<file path="src/rtl/pwm_deadtime_if.sv">
// pwm_deadtime_if: valid/ready port that carries a requested duty value into
// the PWM stage. The producer drives duty/duty_valid; the PWM stage drives
// duty_ready.
interface pwm_deadtime_if #(
  parameter int WIDTH = 4
);
  logic [WIDTH:0] duty;
  logic           duty_valid;
  logic           duty_ready;

  modport master (
    output duty,
    output duty_valid,
    input  duty_ready
  );

  modport slave (
    input  duty,
    input  duty_valid,
    output duty_ready
  );
endinterface

</file>
<file path="src/rtl/pwm_deadtime.sv">
// pwm_deadtime: center-aligned complementary PWM stage fed by a WIDTH-bit
// up/down triangle carrier. The duty value is double-buffered (pending ->
// active) and only taken over at the carrier valley, so a period is never
// split between two duty values.
//
// Build option: define PWM_DEADTIME_EN to get the dead-time FSM
// (IDLE/LOW_ON/DEAD_H/HIGH_ON/DEAD_L). Without it the outputs are simply the
// registered compare result and the DEAD parameter has no effect.
module pwm_deadtime #(
  parameter int WIDTH = 4,
  parameter int DEAD  = 2
) (
  input  logic             clock,
  input  logic             reset,
  input  logic [WIDTH-1:0] x,
  input  logic             en,
  pwm_deadtime_if.slave    duty_if,
  output logic             pwm_h,
  output logic             pwm_l,
  output logic             valley
);

  // Largest meaningful duty: compare is then true for every carrier value.
  localparam logic [WIDTH:0] FULL_SCALE = {1'b1, {WIDTH{1'b0}}};

  // An out-of-range dead time leaves this marker scope in the hierarchy.
  if (DEAD < 1 || DEAD > 15) begin : g_dead_out_of_range
  end

  // Clamp an offered duty to full scale so the compare stays well defined.
  function automatic logic [WIDTH:0] sat_duty(input logic [WIDTH:0] d);
    return (d > FULL_SCALE) ? FULL_SCALE : d;
  endfunction

  logic [WIDTH-1:0] x_prev_q, x_prev_d;
  logic             started_q, started_d;
  logic             full_q, full_d;
  logic [WIDTH:0]   pend_q, pend_d;
  logic [WIDTH:0]   active_q, active_d;
  logic             valley_q, valley_d;
  logic             pwm_h_q, pwm_h_d;
  logic             pwm_l_q, pwm_l_d;

  logic v;
  logic raw;
  logic accept;

  // The carrier dwells two cycles at 0; only the first of them is a valley.
  // Before the first valley (or after en drops) any 0 counts.
  assign v      = (x == '0) && ((x_prev_q != '0) || !started_q);
  assign raw    = ({1'b0, x} < active_q);
  assign accept = duty_if.duty_valid && !full_q;

  assign duty_if.duty_ready = !full_q;
  assign pwm_h              = pwm_h_q;
  assign pwm_l              = pwm_l_q;
  assign valley             = valley_q;

  // Valley tracking and duty double-buffer next state.
  always_comb begin
    x_prev_d  = x;
    valley_d  = v;
    started_d = en ? (started_q | v) : 1'b0;
    full_d    = full_q;
    pend_d    = pend_q;
    active_d  = active_q;
    // The valley looks at the registered full flag, so a value accepted on
    // this very cycle waits for the following valley.
    if (v && full_q) begin
      active_d = pend_q;
      full_d   = 1'b0;
    end
    if (accept) begin
      pend_d = sat_duty(duty_if.duty);
      full_d = 1'b1;
    end
  end

  // Valley and duty-buffer registers.
  always_ff @(posedge clock or posedge reset) begin
    if (reset) begin
      x_prev_q  <= '0;
      started_q <= 1'b0;
      full_q    <= 1'b0;
      pend_q    <= '0;
      active_q  <= '0;
      valley_q  <= 1'b0;
    end else begin
      x_prev_q  <= x_prev_d;
      started_q <= started_d;
      full_q    <= full_d;
      pend_q    <= pend_d;
      active_q  <= active_d;
      valley_q  <= valley_d;
    end
  end

`ifdef PWM_DEADTIME_EN

  typedef enum logic [2:0] {
    S_IDLE,
    S_LOW_ON,
    S_DEAD_H,
    S_HIGH_ON,
    S_DEAD_L
  } state_t;

  localparam logic [3:0] DEAD_LOAD = 4'(DEAD);

  state_t     state_q, state_d;
  logic [3:0] cnt_q, cnt_d;

  // Dead-time sequencing: a side is switched on only after the compare has
  // held for the full dead time; a compare that reverts mid dead time hands
  // control back to the side that was just on, which cannot overlap.
  always_comb begin
    state_d = state_q;
    cnt_d   = cnt_q;
    if (!en) begin
      state_d = S_IDLE;
      cnt_d   = '0;
    end else begin
      case (state_q)
        S_IDLE: begin
          if (v) begin
            state_d = raw ? S_DEAD_H : S_DEAD_L;
            cnt_d   = DEAD_LOAD;
          end
        end
        S_LOW_ON: begin
          if (raw) begin
            state_d = S_DEAD_H;
            cnt_d   = DEAD_LOAD;
          end
        end
        S_HIGH_ON: begin
          if (!raw) begin
            state_d = S_DEAD_L;
            cnt_d   = DEAD_LOAD;
          end
        end
        S_DEAD_H: begin
          if (!raw) begin
            state_d = S_LOW_ON;
          end else if (cnt_q <= 4'd1) begin
            state_d = S_HIGH_ON;
          end else begin
            cnt_d = cnt_q - 4'd1;
          end
        end
        S_DEAD_L: begin
          if (raw) begin
            state_d = S_HIGH_ON;
          end else if (cnt_q <= 4'd1) begin
            state_d = S_LOW_ON;
          end else begin
            cnt_d = cnt_q - 4'd1;
          end
        end
        default: begin
          state_d = S_IDLE;
          cnt_d   = '0;
        end
      endcase
    end
    pwm_h_d = (state_d == S_HIGH_ON);
    pwm_l_d = (state_d == S_LOW_ON);
  end

  // FSM state, dead counter and registered drive outputs.
  always_ff @(posedge clock or posedge reset) begin
    if (reset) begin
      state_q <= S_IDLE;
      cnt_q   <= '0;
      pwm_h_q <= 1'b0;
      pwm_l_q <= 1'b0;
    end else begin
      state_q <= state_d;
      cnt_q   <= cnt_d;
      pwm_h_q <= pwm_h_d;
      pwm_l_q <= pwm_l_d;
    end
  end

`else

  logic run;

  // Without dead time the outputs are the registered compare, gated to zero
  // until the first valley after enable.
  always_comb begin
    run     = en && (started_q || v);
    pwm_h_d = run && raw;
    pwm_l_d = run && !raw;
  end

  // Registered drive outputs.
  always_ff @(posedge clock or posedge reset) begin
    if (reset) begin
      pwm_h_q <= 1'b0;
      pwm_l_q <= 1'b0;
    end else begin
      pwm_h_q <= pwm_h_d;
      pwm_l_q <= pwm_l_d;
    end
  end

`endif

endmodule

</file>
<file path="src/flat_wrapper.sv">
// flat-port wrapper written by rule: the top's interface ports become plain ports
module pwm_deadtime_flat 
#(
  parameter int WIDTH = 4,
  parameter int DEAD  = 2
)
  (clock, reset, x, en, pwm_h, pwm_l, valley, duty_if_duty, duty_if_duty_valid, duty_if_duty_ready);
  pwm_deadtime_if #(.WIDTH(WIDTH)) duty_if_i ();
  input  logic clock;
  input  logic reset;
  input  logic [WIDTH-1:0] x;
  input  logic en;
  output logic pwm_h;
  output logic pwm_l;
  output logic valley;
  input wire logic [$bits(duty_if_i.duty)-1:0] duty_if_duty;
  input wire logic [$bits(duty_if_i.duty_valid)-1:0] duty_if_duty_valid;
  output wire logic [$bits(duty_if_i.duty_ready)-1:0] duty_if_duty_ready;
  assign duty_if_i.duty = duty_if_duty;
  assign duty_if_i.duty_valid = duty_if_duty_valid;
  assign duty_if_duty_ready = duty_if_i.duty_ready;
  pwm_deadtime #(.WIDTH(WIDTH), .DEAD(DEAD)) u_core (.clock(clock), .reset(reset), .x(x), .en(en), .duty_if(duty_if_i), .pwm_h(pwm_h), .pwm_l(pwm_l), .valley(valley));
endmodule
</file>
<file path="config.mk">
export PLATFORM = sky130hd
export DESIGN_NAME = pwm_deadtime_flat
export DESIGN_NICKNAME = d
export VERILOG_FILES = /design/src/rtl/pwm_deadtime_if.sv /design/src/rtl/pwm_deadtime.sv /design/src/flat_wrapper.sv
export SDC_FILE = /design/constraint.sdc
export NUM_CORES = 1
export LEC_CHECK = 0
export ABC_AREA = 1
export CAP_MARGIN = 20
export CORE_ASPECT_RATIO = 0.8
export CORE_UTILIZATION = 45
export DETAILED_ROUTE_END_ITERATION = 6
export PLACE_DENSITY = 0.7
export SLEW_MARGIN = 10
export SYNTH_ARGS = -nofsm -noshare
export SYNTH_HDL_FRONTEND = slang
export SYNTH_SLANG_ARGS = --single-unit
</file>
<file path="constraint.sdc">
create_clock -name clock -period 2.6 [get_ports clock]
set_clock_uncertainty 0.15 [all_clocks]
set_input_delay 0.39 -clock clock [delete_from_list [all_inputs] [get_ports clock]]
set_output_delay 0.39 -clock clock [all_outputs]
set_load 0.005 [all_outputs]
</file>
==> flow_metrics.tcl, run 1 <==
set metrics [dict create \
    outcome "complete, no violations" \
    tightestPinTransition_ns 0.695 \
    r2r_start "u_core.active_q[2]" \
    timing_hold_violations_final 0 \
    cts_num_sinks 19 \
    via_total_after_detailed_routing 693 \
    drcViolationCount 0 \
    floorplan.initialDensity_pct 48.5 \
    syn_to_final_growth_pct 22.3 \
    slew_viol_final 0 \
    rsz0062_at_grt "no" \
    arrival_ns 1.42 \
    grt_start_max_net_pins 20 \
    synth_enable_flop_cells 0 \
    synthFlopType "sky130_fd_sc_hd__dfrtp_1" \
    fmaxAchievable_mhz 510 \
    async_set_or_reset_flop_fraction_in_the_synthesized_netlist_pct 100 \
    grt.overflow.total 0 \
    pwr_dens_nw_per_um2 583 \
    setup-tns-final_ns 0 \
    core_area_um2 1910 \
    worstPathCellList "inv_4, clkdlybuf4s50_1" \
    dieWidth_um 52.7 \
    finish.utilization_pct 59.3 \
    first_global_vias 675 \
    timing.rr.end "u_core.pwm_l" \
    slew-limit-headroom_pct 53.6 \
    timing.reg2reg.worst_path_depth 8 \
    number_of_buffers_created_by_cts 3 \
    design_area_um2 1130 \
    drt.antenna.violating_nets 0 \
    critPathLaunchType "flip-flop" \
    postCtsSetupRepairBufs 0 \
    syn-num-nets 117 \
    post-synth-top-area-cell "sky130_fd_sc_hd__dfrtp_1" \
    leading_post_synthesis_cells_by_cell_area "sky130_fd_sc_hd__dfrtp_1 51%, sky130_fd_sc_hd__nand2_1 11%, sky130_fd_sc_hd__inv_1 6.9%, sky130_fd_sc_hd__ha_1 4.1%, sky130_fd_sc_hd__nand3_4 3.8%" \
    finalNetCount 137 \
    cts.path.max_buffers 2 \
    wirelength_um 1530 \
    cp_slowest_cell "sky130_fd_sc_hd__dfrtp_1" \
    critPathMaxFanout 8 \
    synth.yosys.seq_area_share_pct 51.4 \
    cts_tree "built" \
    post-synth-top-count-cell "sky130_fd_sc_hd__nand2_1" \
    synthTopCellsByCount "28 x sky130_fd_sc_hd__nand2_1, 19 x sky130_fd_sc_hd__dfrtp_1, 17 x sky130_fd_sc_hd__inv_1, 8 x sky130_fd_sc_hd__nor2_1, 5 x sky130_fd_sc_hd__nand4_1" \
    io_buffer_count 16 \
    clock_tree.root_cell "sky130_fd_sc_hd__clkbuf_4" \
    first_iter_violations 7 \
    maxCapViolCount 0 \
    cts.repair.resized 0 \
    syn_avg_cell_area_um2 9.17 \
    chipHeight_um 42.6 \
    htreeDepth 1 \
    synthCells 101 \
    cts_hold_buffers 0 \
    critical_path_required_ns 2.06 \
    place_hpwl_um 1230 \
    crit_path_time_final_ns 1.96 \
    initial_antenna_violation_count 0 \
    diodes 0 \
    io-pin-count 17 \
    cts.clk_slew.worst_paths_ns 0.11 \
    routedWlPerCell_um 10.6 \
    netlist_area_um2 926 \
    hold_path.class "primary input to async pin" \
    max-vdd-ir-drop_mv 0.383 \
    worstSkewPairLatency_ns 0.31 \
    firstDrtPassIters 3 \
    grt_use_total_pct 17.7 \
    globalplace.congestion 0.723 \
    crit_type "flip-flop to output pin" \
    grt_first_pass_wirelength_um 2730 \
    reg2reg_setup_slack_ns 1.24 \
    min_period_over_period_pct 75.4 \
    synthesis.yosys.warnings 0 \
    power_leakage_nw 0.617 \
    yosysTopAreaCellShare_pct 51.4 \
    crit_path_capture_type "output pin" \
    post_route_cells_drive_above_1_share_pct 15.0 \
    post_synth_num_cell_types 17 \
    crit_path_max_incr_delay_ns 0.51 \
    rows 14 \
    timing.final.setup_violations 0 \
    die-area_um2 2240 \
    dpl-instance-area_um2 1100 \
    synth.ff_latch_count 19 \
    viasPerCell 4.81 \
]
==> logic make-up after synthesis <==
family          Yosys count  synth area share [%]
compound gates            2                  1.89
fa+ha+maj                 3                  4.05
buf+inv                  22                  10.3
flops                    19                  51.4
simple gates             55                  32.4
==> layout make-up <==
cell class / instances / area, um2
Clock buffer: 3 / 22.5
Clock inverter: 1 / 5.00
Tap cell: 24 / 30.0
Timing Repair Buffer: 16 / 160
Multi-Input combinational cell: 60 / 355
Inverter: 21 / 83.8
Fill cell: 173 / 777
Sequential cell: 19 / 475
==> how the worst max path moves through the flow <==
stage / start / endpoint / slack, ns / depth (start not counted)
CTS: u_core.full_q / duty_if_duty_ready / 0.62 / 2
detailed placement: x[2] / u_core.pwm_l / 0.72 / 8
global placement: x[2] / u_core.pwm_l / 0.79 / 8
floorplan: x[2] / u_core.pwm_l / 1.33 / 7
finish: u_core.full_q / duty_if_duty_ready / 0.64 / 2
global route: u_core.full_q / duty_if_duty_ready / 0.57 / 2
==> where the power goes <==
part | switching, W | leakage [nW] | internal [W] | total [W]
clock network | 0.0000947 | 0.0177 | 0.0000576 | 0.000152
registers | 0.0000267 | 0.241 | 0.000339 | 0.000366
logic | 0.0000765 | 0.359 | 0.0000657 | 0.000142
==> through the flow <==
stage          setup slack [ns]  hold WS, ns  power [W]  std cells
2_1_floorplan              1.33        0.191   0.000464        101
3_5_place_dp              0.723        0.318   0.000516        140
4_1_cts                   0.619        0.344   0.000669        144
3_3_place_gp              0.795        0.307   0.000508        140
5_1_grt                   0.572        0.369   0.000706        144
6_report                  0.641        0.326   0.000660        144
==> layout by cell type (no fill, tap or decap), types with 3 or more instances in the layout <==
cell type / count
sky130_fd_sc_hd__inv_1: 17
sky130_fd_sc_hd__nand2_4: 3
sky130_fd_sc_hd__nand4_1: 5
sky130_fd_sc_hd__nand3_1: 4
sky130_fd_sc_hd__nand2_1: 28
sky130_fd_sc_hd__nor2_1: 8
sky130_fd_sc_hd__ha_1: 3
sky130_fd_sc_hd__nor2_2: 3
sky130_fd_sc_hd__clkdlybuf4s50_1: 16
sky130_fd_sc_hd__dfrtp_1: 19
sky130_fd_sc_hd__clkbuf_4: 3
==> critical path: cells and delay by family, from the launching register on <==
kind | cells | cell delay, ns
flops | 1 | 0.51
buf+inv | 2 | 0.60
==> metal layers <==
metal | GRT usage (%) | vias up | share of wire (%)
met5 | 0 | - | 0
li1 | - | 346 | -
met2 | 33.4 | 18 | 53
met1 | 16.0 | 326 | 40
met4 | 8.42 | 0 | 1.6
met3 | 6.52 | 3 | 5.4
==> registers in the layout, indices dropped and copies added, names as in the netlist <==
register	count
u_core.valley	1
u_core.started_q	1
u_core.pwm_l	1
u_core.full_q	1
u_core.x_prev_q	4
u_core.pwm_h	1
u_core.active_q	5
u_core.pend_q	5
Note: power is estimated with default switching activity, not from simulation.
==> run 2: changes to the inputs <==
==> constraint.sdc (replaced) <==
create_clock -name clock -period 2.05 [get_ports clock]
set_clock_uncertainty 0.15 [all_clocks]
set_input_delay 0.3075 -clock clock [delete_from_list [all_inputs] [get_ports clock]]
set_output_delay 0.3075 -clock clock [all_outputs]
set_load 0.005 [all_outputs]
==> flow_metrics.tcl, run 2 (synthesis results as in run 1) <==
set metrics [dict create \
    outcome "complete, no violations" \
    cts.repair.resized 0 \
    critPathMaxFanout 8 \
    rsz0062_at_grt "no" \
    drcViolationCount 0 \
    worstSkewPairLatency_ns 0.29 \
    io-pin-count 17 \
    cts_num_sinks 19 \
    postCtsSetupRepairBufs 0 \
    min_period_over_period_pct 91.5 \
    die-area_um2 2240 \
    maxCapViolCount 0 \
    setup-tns-final_ns 0 \
    cts.path.max_buffers 2 \
    final.hold.worst_slack_ns 0.172 \
    power_leakage_nw 0.622 \
    wirelength_um 1500 \
    rows 14 \
    core_area_um2 1910 \
    htreeDepth 1 \
    timing.reg2reg.worst_path_depth 8 \
    most-common-layout-cells "28 x sky130_fd_sc_hd__nand2_1, 19 x sky130_fd_sc_hd__dfrtp_1, 17 x sky130_fd_sc_hd__inv_1" \
    grt_first_pass_wirelength_um 2830 \
    firstDrtPassIters 4 \
    floorplan.initialDensity_pct 48.5 \
    globalplace.congestion 0.720 \
    viasPerCell 4.69 \
    critical_path_required_ns 1.59 \
    biggestRegsByFlops "u_core.active_q: 5 flops, u_core.pend_q: 5 flops, u_core.x_prev_q: 4 flops" \
    chipHeight_um 42.6 \
    timing_hold_violations_final 0 \
    place_hpwl_um 1250 \
    io_buffer_count 16 \
    grt_use_total_pct 17.9 \
    slew_viol_final 0 \
    drt.antenna.violating_nets 0 \
    grt.overflow.total 0 \
    crit_path_time_final_ns 1.88 \
    hold_path.class "primary input to async pin" \
    finish.utilization_pct 59.7 \
    number_of_buffers_created_by_cts 3 \
    tightestPinTransition_ns 0.359 \
    crit_type "flip-flop to output pin" \
    timing.final.setup_violations 0 \
    first_iter_violations 8 \
    routedWlPerCell_um 10.4 \
    slew-limit-headroom_pct 76.0 \
    first_global_vias 714 \
    clock_tree.root_cell "sky130_fd_sc_hd__clkbuf_4" \
    finalNetCount 138 \
    diodes 0 \
    grt_start_max_net_pins 20 \
    fmaxAchievable_mhz 533 \
    dieWidth_um 52.7 \
    crit_path_capture_type "output pin" \
    cts_hold_buffers 0 \
    initial_antenna_violation_count 0 \
    syn_to_final_growth_pct 23.1 \
    cts.clk_slew.worst_paths_ns 0.11 \
    critPathLaunchType "flip-flop" \
    max-vdd-ir-drop_mv 0.630 \
    cts_tree "built" \
    post_route_cells_drive_above_1_share_pct 15.7 \
    via_total_after_detailed_routing 680 \
    layout.cells.most_common "sky130_fd_sc_hd__nand2_1" \
    arrival_ns 1.42 \
    pwr_dens_nw_per_um2 722 \
]
[run 2: final timing paths]
check | slack (ns) | from | to
max reg2reg | 0.71 | u_core.active_q[2] | u_core.pwm_l
max | 0.17 | u_core.full_q | duty_if_duty_ready
min in group clock | 0.33 | u_core.active_q[0] | u_core.active_q[0]
min reg2reg | 0.33 | u_core.active_q[0] | u_core.active_q[0]
min | 0.17 | reset | u_core.active_q[1]
max in group asynchronous | 1.37 | reset | u_core.started_q
[run 2: report_power, final]
group,total [W],internal [W],switching (W)
clock network,0.000177,0.0000725,0.000105
registers,0.000463,0.000430,0.0000334
logic,0.000182,0.0000850,0.0000970
total,0.000823,0.000587,0.000235
[run 2: final cells by class]
| type | instances | area, um2 |
|---|---|---|
| Fill cell | 173 | 769 |
| Sequential cell | 19 | 475 |
| Multi-Input combinational cell | 60 | 355 |
| Timing Repair Buffer | 17 | 168 |
| Inverter | 21 | 83.8 |
| Tap cell | 24 | 30.0 |
| Clock buffer | 3 | 22.5 |
| Clock inverter | 1 | 5.00 |
[run 2: critical path: stages (launching register included)]
cell                              delay [ns]
sky130_fd_sc_hd__dfrtp_1                0.52
sky130_fd_sc_hd__inv_4                  0.11
sky130_fd_sc_hd__clkdlybuf4s50_1        0.49
[run 2: stage by stage]
| step | cell area (um2) | worst slack, ns | std cells | power [W] |
|---|---|---|---|---|
| floorplan | 926 | 0.820 | 101 | 0.000589 |
| global placement | 1110 | 0.327 | 141 | 0.000645 |
| detailed placement | 1110 | 0.282 | 141 | 0.000657 |
| CTS | 1140 | 0.169 | 145 | 0.000834 |
| global route | 1140 | 0.104 | 145 | 0.000891 |
| finish | 1140 | 0.175 | 145 | 0.000823 |
[run 2: routing by layer]
layer / up-vias / GRT usage [%] / part of all wire (%)
met2: 18 / 34.4 / 55
li1: 346 / - / -
met4: 0 / 3.16 / 0.93
met3: 2 / 7.61 / 5.3
met1: 314 / 17.4 / 39
met5: - / 0 / 0
==> RTL change: new RTL, settings of run 2 <==
Remove the register `pwm_l_q`: a continuous assignment takes its place, so the output `pwm_l` follows one clock earlier.
--- a/src/rtl/pwm_deadtime.sv
+++ b/src/rtl/pwm_deadtime.sv
@@ -200,8 +200,8 @@
       pwm_h_q <= 1'b0;
-      pwm_l_q <= 1'b0;
     end else begin
       pwm_h_q <= pwm_h_d;
-      pwm_l_q <= pwm_l_d;
-    end
-  end
+    end
+  end
+
+  assign pwm_l_q = pwm_l_d;
 
Check against the original RTL: not equivalent (a bounded check fails within 4 cycles, from zero or initial values and one cycle with reset high).
==> RTL change against run 2 <==
Routed wire length decreased by 3.9%; synthesized area shrank 2.7%; final area fell by 0.77%; global-route usage is 2.9 points lower; worst setup slack worse by 0.032 ns; sequential cell count down 1; total power shrank 3.4%; combinational power grew 4%; cell count increased by 1.4%; critical endpoint is now pwm_l; largest power group unchanged.
==> RTL change: results <==
{
  "portBuffers": 16,
  "cts_buffer_depth": 2,
  "drive_gt1_frac": 0.187,
  "syn_nets": 116,
  "async_reset_ff_frac": 1.00,
  "hp-class": "primary input to flop",
  "insertedDiodeCount": 0,
  "maxSlewHeadroom": 0.780,
  "synth_common_cells": "nand2_1 (28), dfrtp_1 (18), inv_1 (17), nor2_1 (8), nand4_1 (5)",
  "gp_congestion": 0.721,
  "top_regs": "u_core.active_q (5), u_core.pend_q (5), u_core.x_prev_q (4)",
  "clk_latency_ns": 0.28,
  "antenna_found_initial": 0,
  "grt_pass1_wl_um": 2350,
  "ys_seq_area_frac": 0.500,
  "crit_fanout": 2,
  "vias_per_cell": 4.54,
  "yosys_warnings": 0,
  "grt_max_degree": 19,
  "placed_area_sq_mm": 0.00110,
  "status": "complete, no violations",
  "nNetsFinal": 141,
  "ys.flop_type": "dfrtp_1",
  "max_stage_delay_ns": 0.35,
  "synth.area.top_cells": "dfrtp_1 (50%), nand2_1 (12%), inv_1 (7.1%)",
  "drt_iter0_markers": 3,
  "drtAntennaViolNets": 0,
  "cts_htree_levels": 1,
  "seq_area_sq_um": 450,
  "wl_um": 1440,
  "grt_use_total": 0.150,
  "clkTransAtPathRegs_ns": 0.09,
  "cp_slowest_cell": "dfrtp_1",
  "vdd_ir_drop_max_mv": 0.385,
  "synth_cell_types": 17,
  "crit_arrival_ns": 1.45,
  "fillers": 182,
  "p_switching_mw": 0.224,
  "leakage_nw": 0.629,
  "grt_pass1_vias": 607,
  "cts-root-buf": "clkbuf_4",
  "drtPass1Iterations": 4,
  "hpwlAfterDp_um": 1160,
  "cts-buffers-inserted": 3
}
RTL change: changes by cell type after synthesis:
cell / run 2 / this run
dfrtp_1: 19 / 18
RTL change: through the flow:
stage	hold slack, ns	instances	setup slack (ns)
2_1_floorplan	0.0961	100	0.597
5_1_grt	0.179	147	0.0305
6_report	0.174	147	0.143
3_3_place_gp	0.305	142	-0.364
3_5_place_dp	0.310	142	-0.389
4_1_cts	0.172	147	0.00149
RTL change: power groups by stage:
stage | registers, mW | logic [mW] | clock network (mW)
finish | 0.441 | 0.190 | 0.164
detailed placement | 0.449 | 0.182 | 0
floorplan | 0.438 | 0.130 | 0
CTS | 0.442 | 0.194 | 0.171
global route | 0.449 | 0.216 | 0.184
global placement | 0.448 | 0.179 | 0
RTL change: worst paths after layout:
check	from	to	slack (ns)	depth (start not counted)
min reg2reg	u_core.pend_q[2]	u_core.pend_q[2]	0.34	2
min in group asynchronous	reset	u_core.x_prev_q[0]	0.18	3
min	x[3]	u_core.x_prev_q[3]	0.17	1
max in group asynchronous	reset	u_core.active_q[4]	1.38	3
max reg2reg	u_core.active_q[2]	u_core.pwm_h	0.80	7
max	u_core.active_q[2]	pwm_l	0.14	9
RTL change: kinds of logic after synthesis:
logic type                 after synthesis  share of synthesized area
AOI/OAI and AO/OA                        2                     0.0194
buffers and inverters                   22                      0.106
adders and majority gates                3                     0.0417
DFF                                     18                      0.500
and+or+nand+nor                         55                      0.333
RTL change: cell type report:
| class | instances | share of cell area |
|---|---|---|
| flip-flops and latches | 18 | 0.398 |
| multi-input cells | 60 | 0.314 |
| repair buffers | 21 | 0.167 |
| inverters | 21 | 0.0741 |
| well taps | 24 | 0.0265 |
| clock buffers | 3 | 0.0199 |
RTL change: repair_timing:
| action | CTS | global route |
|---|---|---|
| pin swaps | 0 | 1 |
| setup endpoints to repair | 1 | 1 |
| hold endpoints to repair | 0 | 0 |
| resized for setup | 4 | 2 |
| buffers inserted | 2 | 0 |
RTL change: critical path, delay by kind of cell, from the launching register on:
| family | cells | cell delay, ns |
|---|---|---|
| adder cells (fa/ha/maj) | 1 | 0.28 |
| buffers and inverters | 3 | 0.21 |
| flip-flops | 1 | 0.35 |
| AND/OR/NAND/NOR | 5 | 0.32 |
RTL change: layer usage:
layer / vias up / share of wire / global-route usage
met4: 0 / 0.0062 / 0.0649
li1: 349 / - / -
met2: 16 / 0.50 / 0.254
met3: 2 / 0.059 / 0.0326
met5: - / 0 / 0
met1: 300 / 0.43 / 0.183
